[src/rtl/hes_pkg.sv]
// Shared types for the HES hash input stage: feeder FSM states and FIFO entry layout.
// Latency: n/a (types and constants only).
// Backpressure: n/a.
package hes_pkg;

    localparam int BYTE_W = 8;

    typedef enum logic [1:0] {
        IDLE   = 2'd0,
        STREAM = 2'd1,
        EOFP   = 2'd2,
        DONE   = 2'd3
    } feeder_state_t;

    // One buffered host entry; empty=1 marks a byte-less terminator (zero-length message)
    typedef struct packed {
        logic              last;
        logic              empty;
        logic [BYTE_W-1:0] data;
    } feed_entry_t;

endpackage

[src/rtl/hes_byte_fifo.sv]
// Synchronous FIFO of feed_entry_t with flush; head entry is visible combinationally from storage.
// Latency: an entry pushed at edge t is at the head from cycle t+1 (registered storage only).
// Backpressure: push ignored when full, pop ignored when empty; flush wins over push and pop.
module hes_byte_fifo
    import hes_pkg::*;
#(
    parameter int DEPTH = 4
) (
    input  logic        clk,
    input  logic        rst_n,
    input  logic        push,
    input  logic        pop,
    input  logic        flush,
    input  feed_entry_t wr_entry,
    output feed_entry_t head,
    output logic        full,
    output logic        empty
);

    localparam int AW = (DEPTH > 1) ? $clog2(DEPTH) : 1;

    feed_entry_t       mem_q [DEPTH];
    feed_entry_t       mem_d [DEPTH];
    logic [AW:0]       wr_ptr_q, wr_ptr_d;
    logic [AW:0]       rd_ptr_q, rd_ptr_d;
    logic              do_push, do_pop;

    // Status flags use the extra pointer bit to tell full from empty
    always_comb begin
        empty   = (wr_ptr_q == rd_ptr_q);
        full    = (wr_ptr_q[AW] != rd_ptr_q[AW]) && (wr_ptr_q[AW-1:0] == rd_ptr_q[AW-1:0]);
        head    = mem_q[rd_ptr_q[AW-1:0]];
        do_push = push && !full;
        do_pop  = pop && !empty;
    end

    // Pointer and storage next-state; flush only rewinds pointers, stale data is never exposed as valid
    always_comb begin
        wr_ptr_d = wr_ptr_q;
        rd_ptr_d = rd_ptr_q;
        mem_d    = mem_q;
        if (flush) begin
            wr_ptr_d = '0;
            rd_ptr_d = '0;
        end else begin
            if (do_push) begin
                mem_d[wr_ptr_q[AW-1:0]] = wr_entry;
                wr_ptr_d                = wr_ptr_q + (AW+1)'(1);
            end
            if (do_pop) begin
                rd_ptr_d = rd_ptr_q + (AW+1)'(1);
            end
        end
    end

    // Storage and pointer registers
    always_ff @(posedge clk or negedge rst_n) begin
        if (!rst_n) begin
            wr_ptr_q <= '0;
            rd_ptr_q <= '0;
            for (int i = 0; i < DEPTH; i++) begin
                mem_q[i] <= '0;
            end
        end else begin
            wr_ptr_q <= wr_ptr_d;
            rd_ptr_q <= rd_ptr_d;
            mem_q    <= mem_d;
        end
    end

endmodule

[src/rtl/hes_msg_feeder.sv]
// Host byte stream to hash datapath feeder: buffers one start-framed message, emits End_of_File and case_rc0.
// Latency: byte accepted at edge t is offered with F_dr from cycle t+1; End_of_File one cycle after last retire.
// Backpressure: in_ready drops when FIFO full or the message's last entry was taken; F_rtr stalls the head.
module hes_msg_feeder
    import hes_pkg::*;
#(
    parameter int DEPTH = 4,
    parameter int LEN_W = 16
) (
    input  logic              clk,
    input  logic              rst_n,
    input  logic              start,
    input  logic              in_valid,
    output logic              in_ready,
    input  logic [BYTE_W-1:0] in_data,
    input  logic              in_last,
    input  logic              in_empty,
    output logic              F_dr,
    input  logic              F_rtr,
    output logic [BYTE_W-1:0] data_out,
    output logic              End_of_File,
    output logic              case_rc0,
    output logic [LEN_W-1:0]  msg_len
);

    feeder_state_t     state_q, state_d;
    logic              last_seen_q, last_seen_d;
    logic [LEN_W-1:0]  msg_len_q, msg_len_d;

    feed_entry_t       wr_entry;
    feed_entry_t       head;
    logic              fifo_full, fifo_empty;
    logic              push, pop, deliver, retire_empty;

    hes_byte_fifo #(
        .DEPTH (DEPTH)
    ) u_fifo (
        .clk      (clk),
        .rst_n    (rst_n),
        .push     (push),
        .pop      (pop),
        .flush    (start),
        .wr_entry (wr_entry),
        .head     (head),
        .full     (fifo_full),
        .empty    (fifo_empty)
    );

    // Handshake decode; start suppresses every push and pop in its cycle
    always_comb begin
        in_ready       = (state_q == STREAM) && !fifo_full && !last_seen_q;
        F_dr           = (state_q == STREAM) && !fifo_empty && !head.empty;
        deliver        = F_dr && F_rtr && !start;
        retire_empty   = (state_q == STREAM) && !fifo_empty && head.empty && !start;
        pop            = deliver || retire_empty;
        push           = in_valid && in_ready && !start;
        wr_entry.last  = in_last;
        wr_entry.empty = in_last && in_empty;
        wr_entry.data  = in_data;
    end

    // Message FSM, last_seen gate and saturating delivered-byte counter
    always_comb begin
        state_d     = state_q;
        last_seen_d = last_seen_q;
        msg_len_d   = msg_len_q;
        if (start) begin
            state_d     = STREAM;
            last_seen_d = 1'b0;
            msg_len_d   = '0;
        end else begin
            if (push && in_last) begin
                last_seen_d = 1'b1;
            end
            if (deliver && (msg_len_q != '1)) begin
                msg_len_d = msg_len_q + LEN_W'(1);
            end
            case (state_q)
                STREAM:  if (pop && head.last) state_d = EOFP;
                EOFP:    state_d = DONE;
                default: state_d = state_q;
            endcase
        end
    end

    // Control state registers
    always_ff @(posedge clk or negedge rst_n) begin
        if (!rst_n) begin
            state_q     <= IDLE;
            last_seen_q <= 1'b0;
            msg_len_q   <= '0;
        end else begin
            state_q     <= state_d;
            last_seen_q <= last_seen_d;
            msg_len_q   <= msg_len_d;
        end
    end

    // Output decode
    always_comb begin
        data_out    = head.data;
        End_of_File = (state_q == EOFP);
        case_rc0    = (msg_len_q == '0);
        msg_len     = msg_len_q;
    end

endmodule

[config.mk]
export PLATFORM = sky130hd
export DESIGN_NAME = hes_msg_feeder
export DESIGN_NICKNAME = d
export VERILOG_FILES = /design/src/rtl/hes_pkg.sv /design/src/rtl/hes_byte_fifo.sv /design/src/rtl/hes_msg_feeder.sv
export SDC_FILE = /design/constraint.sdc
export NUM_CORES = 1
export LEC_CHECK = 0
export CAP_MARGIN = 20
export CORE_MARGIN = 10
export CORE_UTILIZATION = 45
export CTS_CLUSTER_DIAMETER = 200
export DETAILED_ROUTE_END_ITERATION = 10
export GPL_TIMING_DRIVEN = 0
export PLACE_DENSITY_LB_ADDON = 0.3
export SYNTH_ARGS = -nofsm -noshare
export SYNTH_HDL_FRONTEND = slang
export SYNTH_SLANG_ARGS = --single-unit
[constraint.sdc]
create_clock -name clk -period 2.9 [get_ports clk]
set_clock_uncertainty 0.15 [all_clocks]
set_input_delay 0.87 -clock clk [delete_from_list [all_inputs] [get_ports clk]]
set_output_delay 0.87 -clock clk [all_outputs]
set_load 0.01 [all_outputs]
* Yosys cells after proc, flatten, opt, wreduce, memory -nomap -nowiden
Index checks and enable logic that the tools add are counted. Widths: inputs -> output; s select.
Cells by class: add/sub/neg operators 3, magnitude comparators 3, equal/unequal tests 7, multiplexer cells 17, bitwise gates (word level) 3, reductions and logical operators 32
Operator list (count):
- $bwmux 40 | 1
- $mux 16 | 2
- $mux 10 | 3
- $bmux 10 s2 | 1
- $demux 10 s2 | 1
- $logic_and 1x1->1 | 18
- $add 16x1->16 const B | 1
- $logic_not 16->1 | 1
- $ne 16x16->1 const B | 1
- $mux 3 | 4
- $reduce_bool 2->1 | 4
- $add 3x1->3 const B | 2
- $ge 3x3->1 const B | 2
- $not 2->3 | 2
- $logic_not 1->1 | 5
- $mux 2 | 2
- $pmux 2 s2 | 1
- $reduce_and 2->1 | 2
- $eq 3x3->1 | 1
- $lt 3x1->1 const B | 1
- $ne 3x2->1 const B | 1
- $reduce_bool 3->1 | 1
- $eq 2x1->1 const B | 1
- $eq 2x2->1 | 1
- 5 further kinds | 6
Word-level totals: flip-flop bits (word level) 65, input bits 15, output and inout port bits 28, logic and storage cells 82

* Depth between registers and ports, before layout
Gate-level depths: netlist of the first run.
depth after elaboration 13, gate-level depth with buffers 6, gate-level depth less buffers 6

* Hierarchy
Synthesis of the first run repeated with hierarchy kept, for this count alone.
Second synthesis, totals: cell total of the unflattened synthesis 288, area total of the unflattened synthesis 3572.2 um^2
By module, submodules not included:
- hes_byte_fifo | instances 1, cells an instance 162, area an instance 2391.0 um^2, sequential area each 1151.1 um^2
- hes_msg_feeder | instances 1, cells an instance 126, area an instance 1181.1 um^2, sequential area each 475.5 um^2

* Worst setup path before layout of the first run
No wires, ideal clock.
path type input-to-reg, from in start, to reg msg_len_q[15] (netlist: msg_len[15]), library setup time 0.078 ns, data arrival time 2.783 ns, required time 2.672 ns, slack -0.111 ns, cell stages on the path 6, path buffers 1, cells stage by stage buf_2 -> or4bb_1 -> a311o_1 -> or4_1 -> or3_1 -> a21oi_1
On the way: cells in the longest elaborated chain, start to end 4, elaborated cells between the ends (all ways) 5, classes of those cells mux (1); reduce/logical (4)
RTL lines:
- from (decl) | RTL line hes_msg_feeder.sv:12 | input logic start,
- $logic_not 1->1 | RTL line hes_msg_feeder.sv:53 | deliver = F_dr && F_rtr && !start;
- $logic_and 1x1->1 | RTL line hes_msg_feeder.sv:53
- $logic_and 1x1->1 | RTL line hes_msg_feeder.sv:75 | if (deliver && (msg_len_q != '1)) begin
- $reduce_bool 2->1 (no line)
- to (signal assigned) | RTL line hes_msg_feeder.sv:95 | msg_len_q <= msg_len_d;
- to (decl) | RTL line hes_msg_feeder.sv:28 | logic [LEN_W-1:0] msg_len_q, msg_len_d;
Several ways; a longest one is shown, not always the timed one. A chain may end at the register's enable or synchronous reset.

* Worst setup path in the final report of the first run
from reg u_fifo.rd_ptr_q[0], to out data_out[1]
On the way: cells in the longest elaborated chain, start to end 4
RTL lines:
- from (decl) | RTL line hes_byte_fifo.sv:25 | logic [AW:0] rd_ptr_q, rd_ptr_d;
- from (signal assigned) | RTL line hes_byte_fifo.sv:66 | rd_ptr_q <= rd_ptr_d;
- $not 2->3 (not written as such) | RTL line hes_byte_fifo.sv:32 | head = mem_q[rd_ptr_q[AW-1:0]];
- $bmux 10 s2 | RTL line hes_byte_fifo.sv:32
- $mux 10 (not written as such) (2 in series) | RTL line hes_byte_fifo.sv:32
- to (decl) | RTL line hes_msg_feeder.sv:20 | output logic [BYTE_W-1:0] data_out,
No other way between the ends. The select of a mux whose other input is x is not followed.

==> results of run 1 <==
-- worst paths after layout --
path	to	slack [ps]
max	data_out[1]	90
min	u_fifo.mem_q[7]	350
max reg2reg	msg_len[15]	230
min reg2reg	u_fifo.mem_q[7]	350
max in group asynchronous	msg_len[1]	1570
min in group asynchronous	state_q[0]	470
-- where the power goes --
group / internal (mW) / total, mW / switching (mW)
registers: 1.20 / 1.38 / 0.177
logic: 0.702 / 1.24 / 0.539
clock network: 0.394 / 0.754 / 0.359
-- cell families (layout without fill, tap and decap cells) --
logic type,count (synthesis),in the layout,share of synthesized area [%]
DFF,65,65,51.2
buffers and inverters,17,79,2.17
adders and majority gates,7,7,2.76
muxes,52,52,21.9
and+or+nand+nor,67,67,11.6
xor gates and xnor gates,14,14,3.86
AOI/OAI and AO/OA,30,30,6.50
-- layer usage --
metal / GRT usage, % / up-vias / share of wire, %
li1: - / 1045 / -
met1: 16.7 / 1165 / 45
met2: 21.4 / 55 / 48
met3: 5.02 / 7 / 5.6
met4: 5.07 / 0 / 1.3
met5: 0 / - / 0
-- worst max-delay path: cells and delay by family, from the launching register on --
family   cells  cell delay [ps]
flops        1              450
mux          1              520
buf+inv      2              480
-- timing repair --
| item | 4_1_cts | 5_1_grt |
|---|---|---|
| setup endpoints to repair | 20 | 1 |
| pin swaps | 4 | 0 |
| resized for setup | 35 | 2 |
| setup buffers | 5 | 0 |
-- registers in the layout (all words and copies together), names as in the netlist --
name / count
msg_len: 16
last_seen_q: 1
u_fifo.mem_q: 40
state_q: 2
u_fifo.wr_ptr_q: 3
u_fifo.rd_ptr_q: 3
-- area by class of cell --
cell class              count  area (um2)  area share, %
clock buffers               9         124           3.08
repair buffers             46         432           10.7
flip-flops and latches     65        1630           40.6
inverters                   8        30.0          0.747
plain buffers               9        61.3           1.53
well taps                  96         120           2.99
multi-input cells         170        1550           38.6
clock inverters             7        71.3           1.77
-- stage by stage --
step	setup WS, ps	instance area [um2]	utilization, %	total power, mW	cells
after global placement	-1360	3710	54.3	2.57	389
final	85.9	4020	58.8	3.37	410
after detailed placement	-705	3710	54.3	2.61	389
after CTS	3.59	4010	58.8	3.40	410
after floorplan	-41.7	3180	-	2.13	252
after global routing	11.1	4020	58.8	3.59	410
-- cells in the final DEF, fill, tap and decap left out, types with 3 or more instances in the layout --
cell type / instances
buf_4: 7
mux4_2: 10
nand4_1: 3
a21oi_1: 7
o21ai_0: 4
buf_2: 3
and2_1: 4
clkbuf_8: 9
nand3_1: 9
inv_1: 8
nor4_1: 4
clkinvlp_4: 3
and4_1: 3
or4_1: 3
xnor2_1: 9
dlygate4sd2_1: 11
dfrtp_1: 62
dfrtp_2: 3
xor2_1: 3
or3_1: 3
mux2_2: 40
nand2_1: 9
ha_1: 7
clkbuf_1: 3
nor2_1: 17
clkdlybuf4s50_1: 28
==> flow_summary_export.csv, run 1 <==
group,metric,value,unit
placement,gp_congestion,0.838,
synthesis,ys_top_cells_by_count,"dfrtp_1, mux2_2, nor2_1",
die,core_area,0.00683,mm2
worst_hold_path,worst_hold_startpoint,"u_fifo.mem_q[7]",
synthesis,synth_enable_flop_cells,0,
die,start_util,46.5,%
drt,vias,2272,
clocking,hold_buffers,0,
sta,relSlewSlack,46.2,%
die,ios,43,
setup_path,crit_chain,"buf_12, mux4_2, dlygate4sd2_1",
final_layout,diodes,0,
setup_path,start_kind,"register",
run_status,status,"completed",
sta,hold_viol,0,
sta,rsz0062_at_grt,"false",
synthesis,syn_area_per_cell,12.6,um2
sta,max_freq,355,MHz
drt,drt_iter0_markers,60,
synthesis,synth.top_cell.area_share,51.2,%
final_layout,area_growth,26.5,%
drt,wirelength,7160,um
clocking,h-tree-depth,3,
synthesis,synth.most_common_cell,"dfrtp_1",
final_layout,nets,331,
synthesis,synth_nets,274,
setup_path,crit_start,"u_fifo.rd_ptr_q[0]",
setup_path,end_kind,"primary output",
sta,finalSetupTns,0,ps
sta,setup_viol,0,
synthesis,async_flop_share,100,%
clocking,cts_tree,"yes",
power,peakVddDrop,0.000550,V
synthesis,synthDistinctLibCells,43,
synthesis,seq_area_frac_synth,51.2,%
setup_path,worstPathRequired,1880,ps
synthesis,synth_cells,252,
global_route,grt-ovfl-total,0,
placement,dpl.hpwl,4880,um
clocking,cts_sinks,65,
setup_path,cp_slowest_stage_delay,520,ps
power,p_leak,1.68,nW
final_layout,drive_gt1_share,29.9,%
sta,drv_slew,0,
clocking,clkLatencyLatePin,340,ps
clocking,root_buffer,"clkbuf_8",
setup_path,critical_path_arrival,1790,ps
placement,portBuffers,41,
setup_path,cp_slowest_cell,"mux4_2",
sta,layout_min_cycle_time,2810,ps
setup_path,worst-path-max-fanout,10,
die,die_area,0.0108,mm2
global_route,grt_pass1_vias,2338,
sta,worstMarginPinSlew,807,ps
global_route,grt_max_degree,66,
synthesis,netlist_area,0.00318,mm2
worst_hold_path,min_path_type,"reg2reg",
power,power_density,839,mW/mm2
clocking,cts_buffers,9,
sta,whs,352,ps
synthesis,yosys_most_used_dff,"dfrtp_1",
drt,drtPass1Iterations,4,
die,die_h,104,um
synthesis,synth_area_leaders,"dfrtp_1, mux2_2, mux4_2, xnor2_1, ha_1",
synthesis,synth_area_leader_cell,"dfrtp_1",
setup_path,r2r_start,"u_fifo.rd_ptr_q[0]",
global_route,track_usage,13.6,%
clocking,clkTransAtPathRegs,70,ps
synthesis,yosys_register_bits,65,
die,num_rows,30,
clocking,cts.path.max_buffers,2,
global_route,grt_first_pass_wirelength,12000,um
drt,routedWlPerCell,17.5,um
final_layout,fill_cells,600,
synthesis,yosys_warnings,0,
drt,ant_nets,0,
drt,post-route-drc-count,0,
sta,fin_crit_sh,97.0,%
die,die_x,104,um
setup_path,r2r_cells,6,
setup_path,crit_type,"reg2out",
drt,drt-vias-per-instance,5.54,
worst_hold_path,hold_depth,1,
global_route,antenna_found_initial,0,
job,maxCapViolCount,0,
No activity file was read; power rests on OpenSTA's default activity.
==> inputs of run 2 (changes only) <==
- CORE_UTILIZATION: 45 -> 35
- clock period: 2.9 -> 2.99 ns (I/O delays scaled with it)
==> run 2 against run 1 <==
Net effect: core utilization fell by 12 points; die area grew 23%; total power grew 1.4%; via count is 1.1% lower; count of clock-buffer cells in the layout did not move; largest power group unchanged.
==> flow_summary_export.csv, run 2 (synthesized netlist as in run 1, its figures left out) <==
group,metric,value,unit
final_layout,nets,334,
setup_path,crit_chain,"buf_4, mux4_2, nor3b_2, clkdlybuf4s15_2",
global_route,track_usage,11.8,%
power,peakVddDrop,0.000369,V
global_route,grt_pass1_vias,2380,
sta,max_freq,346,MHz
setup_path,start_kind,"register",
drt,vias,2248,
sta,fin_crit_sh,96.6,%
final_layout,final_cell_mix,"dfrtp_1, mux2_2, clkdlybuf4s50_1",
die,core_area,0.00876,mm2
setup_path,crit_type,"reg2out",
final_layout,area_growth,29.2,%
clocking,h-tree-depth,3,
global_route,grt_first_pass_wirelength,12400,um
clocking,cts_buffers,9,
final_layout,diodes,0,
sta,setup_viol,0,
setup_path,end_kind,"primary output",
setup_path,cp_slowest_cell,"mux4_2",
run_status,status,"completed",
sta,hold_viol,0,
drt,drt_iter0_markers,86,
final_layout,largest_register_ffs,40,
final_layout,regMostFlops,"u_fifo.mem_q",
placement,pre_cts_ws,-606,ps
global_route,grt-ovfl-total,0,
setup_path,worst-path-max-fanout,4,
sta,drv_slew,0,
clocking,cts_tree,"yes",
die,num_rows,34,
placement,portBuffers,41,
drt,wirelength,7600,um
clocking,clkLatencyLatePin,340,ps
power,power_density,833,mW/mm2
clocking,hold_buffers,0,
final_layout,drive_gt1_share,31.4,%
placement,dpl.hpwl,5090,um
sta,whs,352,ps
global_route,antenna_found_initial,0,
placement,gp_congestion,0.806,
die,die_h,115,um
drt,drtPass1Iterations,4,
die,die_area,0.0133,mm2
clocking,cts.path.max_buffers,2,
sta,layout_min_cycle_time,2890,ps
die,start_util,36.3,%
sta,setup_slack,100,ps
final_layout,fill_cells,815,
setup_path,cp_slowest_stage_delay,560,ps
worst_hold_path,min_path_type,"reg2reg",
setup_path,critical_path_arrival,1840,ps
drt,routedWlPerCell,18.0,um
die,die_x,115,um
sta,relSlewSlack,44.7,%
drt,post-route-drc-count,0,
setup_path,worstPathRequired,1940,ps
clocking,clkTransAtPathRegs,70,ps
power,p_leak,1.73,nW
power,power,3.42,mW
sta,worstMarginPinSlew,829,ps
drt,ant_nets,0,
die,ios,43,
drt,drt-vias-per-instance,5.31,
global_route,grt_max_degree,66,
final_layout,final_common_cell,"dfrtp_1",
clocking,root_buffer,"clkbuf_8",
clocking,cts_sinks,65,
job,maxCapViolCount,0,
-- run 2: cell count changes in the layout (fill, tap and decap cells not counted), moves of 2 or more --
| cell | previous run | this run |
|---|---|---|
| buf_4 | 7 | 9 |
| bufinv_16 | 1 | 3 |
| clkinvlp_4 | 3 | 1 |
| clkinv_2 | 2 | 0 |
-- run 2: critical path: cells and delay by family, from the launching register on --
kind / cells / cell delay [ps]
DFF: 1 / 390
muxes: 1 / 560
buffers and inverters: 2 / 370
and+or+nand+nor: 1 / 190
-- run 2: report_power, final --
group / total (mW) / internal, mW / switching [mW]
Sequential: 1.34 / 1.16 / 0.177
Clock: 0.883 / 0.546 / 0.337
Combinational: 1.20 / 0.685 / 0.511
-- run 2: cell type report --
cell class	instances	area (um2)	share of cell area, %
clock inverter	5	106	2.59
sequential	65	1630	39.7
clock buffer	9	124	3.02
multi-input combinational	170	1560	38.0
inverter	8	30.0	0.732
buffer	9	58.8	1.43
tap	108	135	3.29
timing repair buffer	49	459	11.2
-- run 2: layer usage --
metal / global-route usage [%] / share of wire, % / routed length [um] / vias up
met5: 0 / 0 / 0 / -
met4: 2.89 / 0.79 / 60 / 0
met3: 5.00 / 6.6 / 499 / 9
met2: 19.4 / 50 / 3790 / 59
met1: 13.9 / 43 / 3250 / 1131
li1: - / - / - / 1049
-- run 2: final timing paths --
check / from / end / slack, ps / cells past startpoint
min: u_fifo.mem_q[10] / u_fifo.mem_q[10] / 350 / 1
max reg2reg: u_fifo.rd_ptr_q[0] / msg_len[14] / 410 / 7
min in group asynchronous: rst_n / msg_len[0] / 510 / 1
max in group asynchronous: rst_n / msg_len[1] / 1600 / 1
min reg2reg: u_fifo.mem_q[10] / u_fifo.mem_q[10] / 350 / 1
max: u_fifo.rd_ptr_q[0] / F_dr / 100 / 4
-- run 2: through the flow --
step | cells | util, % | area, um2 | TNS (ps)
floorplan | 252 | - | 3180 | 0
CTS | 421 | 46.4 | 4070 | -2.70
global placement | 401 | 42.5 | 3720 | -96000
finish | 423 | 46.8 | 4100 | 0
detailed placement | 401 | 42.4 | 3720 | -11810
global route | 423 | 46.8 | 4100 | -9.05
-- run 2: timing repair --
action                                  CTS  global route
buffers inserted                          6             2
endpoints found under the hold margin     0             0
pin swaps                                 5             3
endpoints found under the setup margin   18             9
gates resized for setup                  35             6
==> RTL edit 1 (settings of run 2) <==
The 4 states of `feeder_state_t` get a one-hot encoding in 4 bits.
--- a/src/rtl/hes_pkg.sv
+++ b/src/rtl/hes_pkg.sv
@@ -5,11 +5,11 @@
 
     localparam int BYTE_W = 8;
 
-    typedef enum logic [1:0] {
-        IDLE   = 2'd0,
-        STREAM = 2'd1,
-        EOFP   = 2'd2,
-        DONE   = 2'd3
+    typedef enum logic [3:0] {
+        IDLE   = 4'b0001,
+        STREAM = 4'b0010,
+        EOFP   = 4'b0100,
+        DONE   = 4'b1000
     } feeder_state_t;
 
     // One buffered host entry; empty=1 marks a byte-less terminator (zero-length message)
Check against the original RTL: no difference found for any inputs over 4 cycles, from zero or initial values and one cycle with rst_n low; so few cycles prove little.
==> RTL edit 1 against run 2 <==
Wire length rose by 2.7%. Register-to-register slack improved by 130 ps. Final cell count rose by 4.7%. Area after synthesis rose by 4.0%. Setup slack got worse by 32 ps. Hold slack got worse by 24 ps. Largest cell class unchanged. Cell area rose by 1.2%. Largest power group unchanged. Highest routed layer unchanged. Sequential power fell by 3%. Critical path depth did not move. Sequential cell count rose by 2. Clock power fell by 13%. Sequential share of layout area rose by 0.79 points. Total power fell by 10%.
==> RTL edit 1: results (changes against run 2) <==
metric;value;unit;change
status;complete, no violations;;
place_area;3860;um2;+3.8%
grt_max_degree;68;;+3.0%
grt_pass1_wl;12700;um;+3.0%
io_buffers;42;;+2.4%
fin_nets;349;;+4.5%
fin_crit_sh;0.977;;+0.0107
hold_depth;2;;+1
yosysSeqAreaShare;0.508;;-0.00406
netlist_top_cells_count;dfrtp_1, mux2_2, nor2_1;;
max_slew_margin;0.428;;-0.0196
synth_fa_ha_area_frac;0.0265;;-0.00105
leakage;1.73;nW;+0.48%
synth_compound_gate_area_share;0.0629;;-0.00211
top_register;u_fifo.mem_q;;
viasPerCell;5.36;;+0.92%
place_hpwl;5300;um;+4.2%
pre_cts_slack;-133;ps;+474 ps
dr.pass1.iters;5;;+1
synth_xor_area_frac;0.0186;;-0.0200
critPathLaunch;u_fifo.rd_ptr_q[0]$_DFFE_PN0P_;;
final_cell_count_no_fill;443;;+4.7%
synth_nets;291;;+6.2%
hp-start;u_fifo.mem_q[18]$_DFFE_PN0P_;;
peakVddDrop;0.000460;V;+25%
gp_congestion;0.821;;+1.8%
slowest_stage;mux4_2;;
path_max_fanout;3;;-1
r2r-end;u_fifo.mem_q[4]$_DFFE_PN0P_;;
arrival;1870;ps;+30 ps
min_to;u_fifo.mem_q[18]$_DFFE_PN0P_;;
largest_reg_flops;40;;unchanged
grt_pass1_vias;2460;;+3.4%
placedCellCount;422;;+5.2%
synthTopCellsByArea;dfrtp_1, mux2_2, mux4_2;;
drt-initial-drc-count;92;;+7.0%
rrSetupSlack;540;ps;+130 ps
synth_mux_area_frac;0.209;;-0.00951
drive_above_1_share;0.268;;-0.0462
synth_cells;269;;+6.7%
cts_buffers;9;;unchanged
r2r-start;state_q[3]$_DFFE_PN0P_;;
synth_cell_types;41;;-4.7%
grt_use_total;0.118;;-0.000243
reg2reg_depth;5;;-2
totalWireLength;7810;um;+2.7%
whs;329;ps;-23.6 ps
## RTL edit 1: cell types whose count changed after synthesis, sizes merged, moves of 4 or more
cell | run 2 | this run
o21ai | 5 | 13
nand2b | 0 | 4
xnor2 | 11 | 4
nand4 | 3 | 12
nor2b | 0 | 4
## RTL edit 1: metal layers
layer	track usage	vias to the layer above	wire length, um
li1	-	1121	-
met1	0.146	1186	3500
met2	0.198	65	3770
met3	0.0387	4	502
met4	0.0198	0	30
met5	0	-	0
## RTL edit 1: area by class of cell
cell class	count	area, um2
Timing Repair Buffer	47	443
Clock buffer	11	141
Clock inverter	5	61.3
Sequential cell	67	1680
Tap cell	111	139
Inverter	6	22.5
Buffer	10	62.6
Fill cell	870	5040
Multi-Input combinational cell	186	1600
## RTL edit 1: timing repair
item,in CTS,in global routing
endpoints found under the setup margin,11,2
buffers inserted,4,1
resized for setup,26,1
## RTL edit 1: power by group
group | internal [mW] | switching (mW)
logic | 0.572 | 0.421
registers | 1.15 | 0.146
clock network | 0.413 | 0.359
==> RTL edit 2 (flow settings as in run 2) <==
Without the edit above. `DEPTH` is set to 4 in 2 places; all go to 8.
--- a/src/rtl/hes_byte_fifo.sv
+++ b/src/rtl/hes_byte_fifo.sv
@@ -4,7 +4,7 @@
 module hes_byte_fifo
     import hes_pkg::*;
 #(
-    parameter int DEPTH = 4
+    parameter int DEPTH = 8
 ) (
     input  logic        clk,
     input  logic        rst_n,
--- a/src/rtl/hes_msg_feeder.sv
+++ b/src/rtl/hes_msg_feeder.sv
@@ -4,7 +4,7 @@
 module hes_msg_feeder
     import hes_pkg::*;
 #(
-    parameter int DEPTH = 4,
+    parameter int DEPTH = 8,
     parameter int LEN_W = 16
 ) (
     input  logic              clk,
Function: changed (Yosys sat finds a counterexample within 10 cycles, from zero or initial values and one cycle with rst_n low).
==> RTL edit 2 against run 2 <==
The run now ends with negative setup slack left. Area after synthesis rose by 65%. Core utilization fell by 2.6 points. Wire length rose by 60%. Total power rose by 40%. Via count rose by 56%. Sequential cell count rose by 42. Cell area rose by 57%. Setup slack got worse by 170 ps. Critical path type unchanged. Highest routed layer unchanged.
==> RTL edit 2: results (changes against run 2) <==
metric;value;unit;change
violations;negative setup slack;;
synth_nets;412;;+50%
worstMarginPinSlew;776;ps;-53.6 ps
grt_use_total;0.124;;+0.00611
use_met1;0.156;;+0.0167
place_hpwl;7960;um;+56%
synth_cell_types;46;;+7.0%
netlist_top_cells_count;dfrtp_1, mux2_2, mux4_2;;
arrival;2010;ps;+170 ps
met3WireLength;583;um;+17%
pre_cts_slack;-964;ps;-358 ps
drt-initial-drc-count;157;;+83%
status;finished with violations;;
place_area;5890;um2;+58%
rrSetupSlack;200;ps;-210 ps
met1_length;5450;um;+67%
path_max_fanout;5;;+1
grt_pass1_vias;3706;;+56%
r2r-end;u_fifo.mem_q[43]$_DFFE_PN0P_;;
vias;3498;;+56%
p_int;3.33;mW;+39%
cp_slowest_stage_delay;500;ps;-60 ps
p_per_area;743;nW/um2;-11%
whs;337;ps;-15.3 ps
routed-wl-met2;5990;um;+58%
grt_pass1_wl;19900;um;+61%
synth_cells;393;;+56%
post_cts_buffers;13;;+7
antenna_cells;0;;unchanged
largest_reg_flops;80;;+100%
ctsResizeCount;78;;+120%
gp_congestion;0.847;;+5.1%
grt_max_degree;70;;+6.1%
met2_usage;0.207;;+0.0129
power_sequential;1.89;mW;+41%
finalWorstSetupSlack;-70.9;ps;-171 ps
clk-power;1.14;mW;+29%
timing.setup.tns;-428;ps;-428 ps
fin_nets;479;;+43%
totalWireLength;12200;um;+60%
synthTopCellsByArea;dfrtp_1, mux2_2, mux4_2;;
viasPerCell;5.39;;+1.4%
leakage;2.85;nW;+65%
root_buffer;clkbuf_16;;
finalSetupViolCount;9;;+9
setup.worst_path.end;data_out[6];;
yosysSeqAreaShare;0.512;;about the same
grt_use_met3;0.0307;;-0.0193
drive_above_1_share;0.353;;+0.0384
critPathLaunch;u_fifo.rd_ptr_q[0]$_DFFE_PN0P_;;
peakVddDrop;0.000464;V;+26%
reg2reg_depth;10;;+3
[RTL edit 2: changes by cell type in the layout (fill, tap and decap cells not counted), moves of 8 or more]
cell | run 2 | this run
buf_6 | 0 | 12
clkbuf_16 | 0 | 9
dfrtp_1 | 63 | 106
dlygate4sd2_1 | 10 | 2
mux2_2 | 40 | 71
mux2_4 | 0 | 8
mux4_2 | 10 | 20
nand4_1 | 3 | 11
[RTL edit 2: cell families after synthesis]
kind of cell,share of synthesized area
compound gates,0.0500
xor+xnor,0.0134
buf+inv,0.0256
flops,0.512
mux,0.280
fa+ha+maj,0.00958
simple gates,0.109
[RTL edit 2: cell type report]
cell class,count,area (um2)
plain buffers,23,163
clock buffers,11,233
clock inverters,5,45.0
fillers,1290,8140
inverters,5,18.8
multi-input cells,257,2470
flip-flops and latches,107,2680
well taps,184,230
repair buffers,57,606
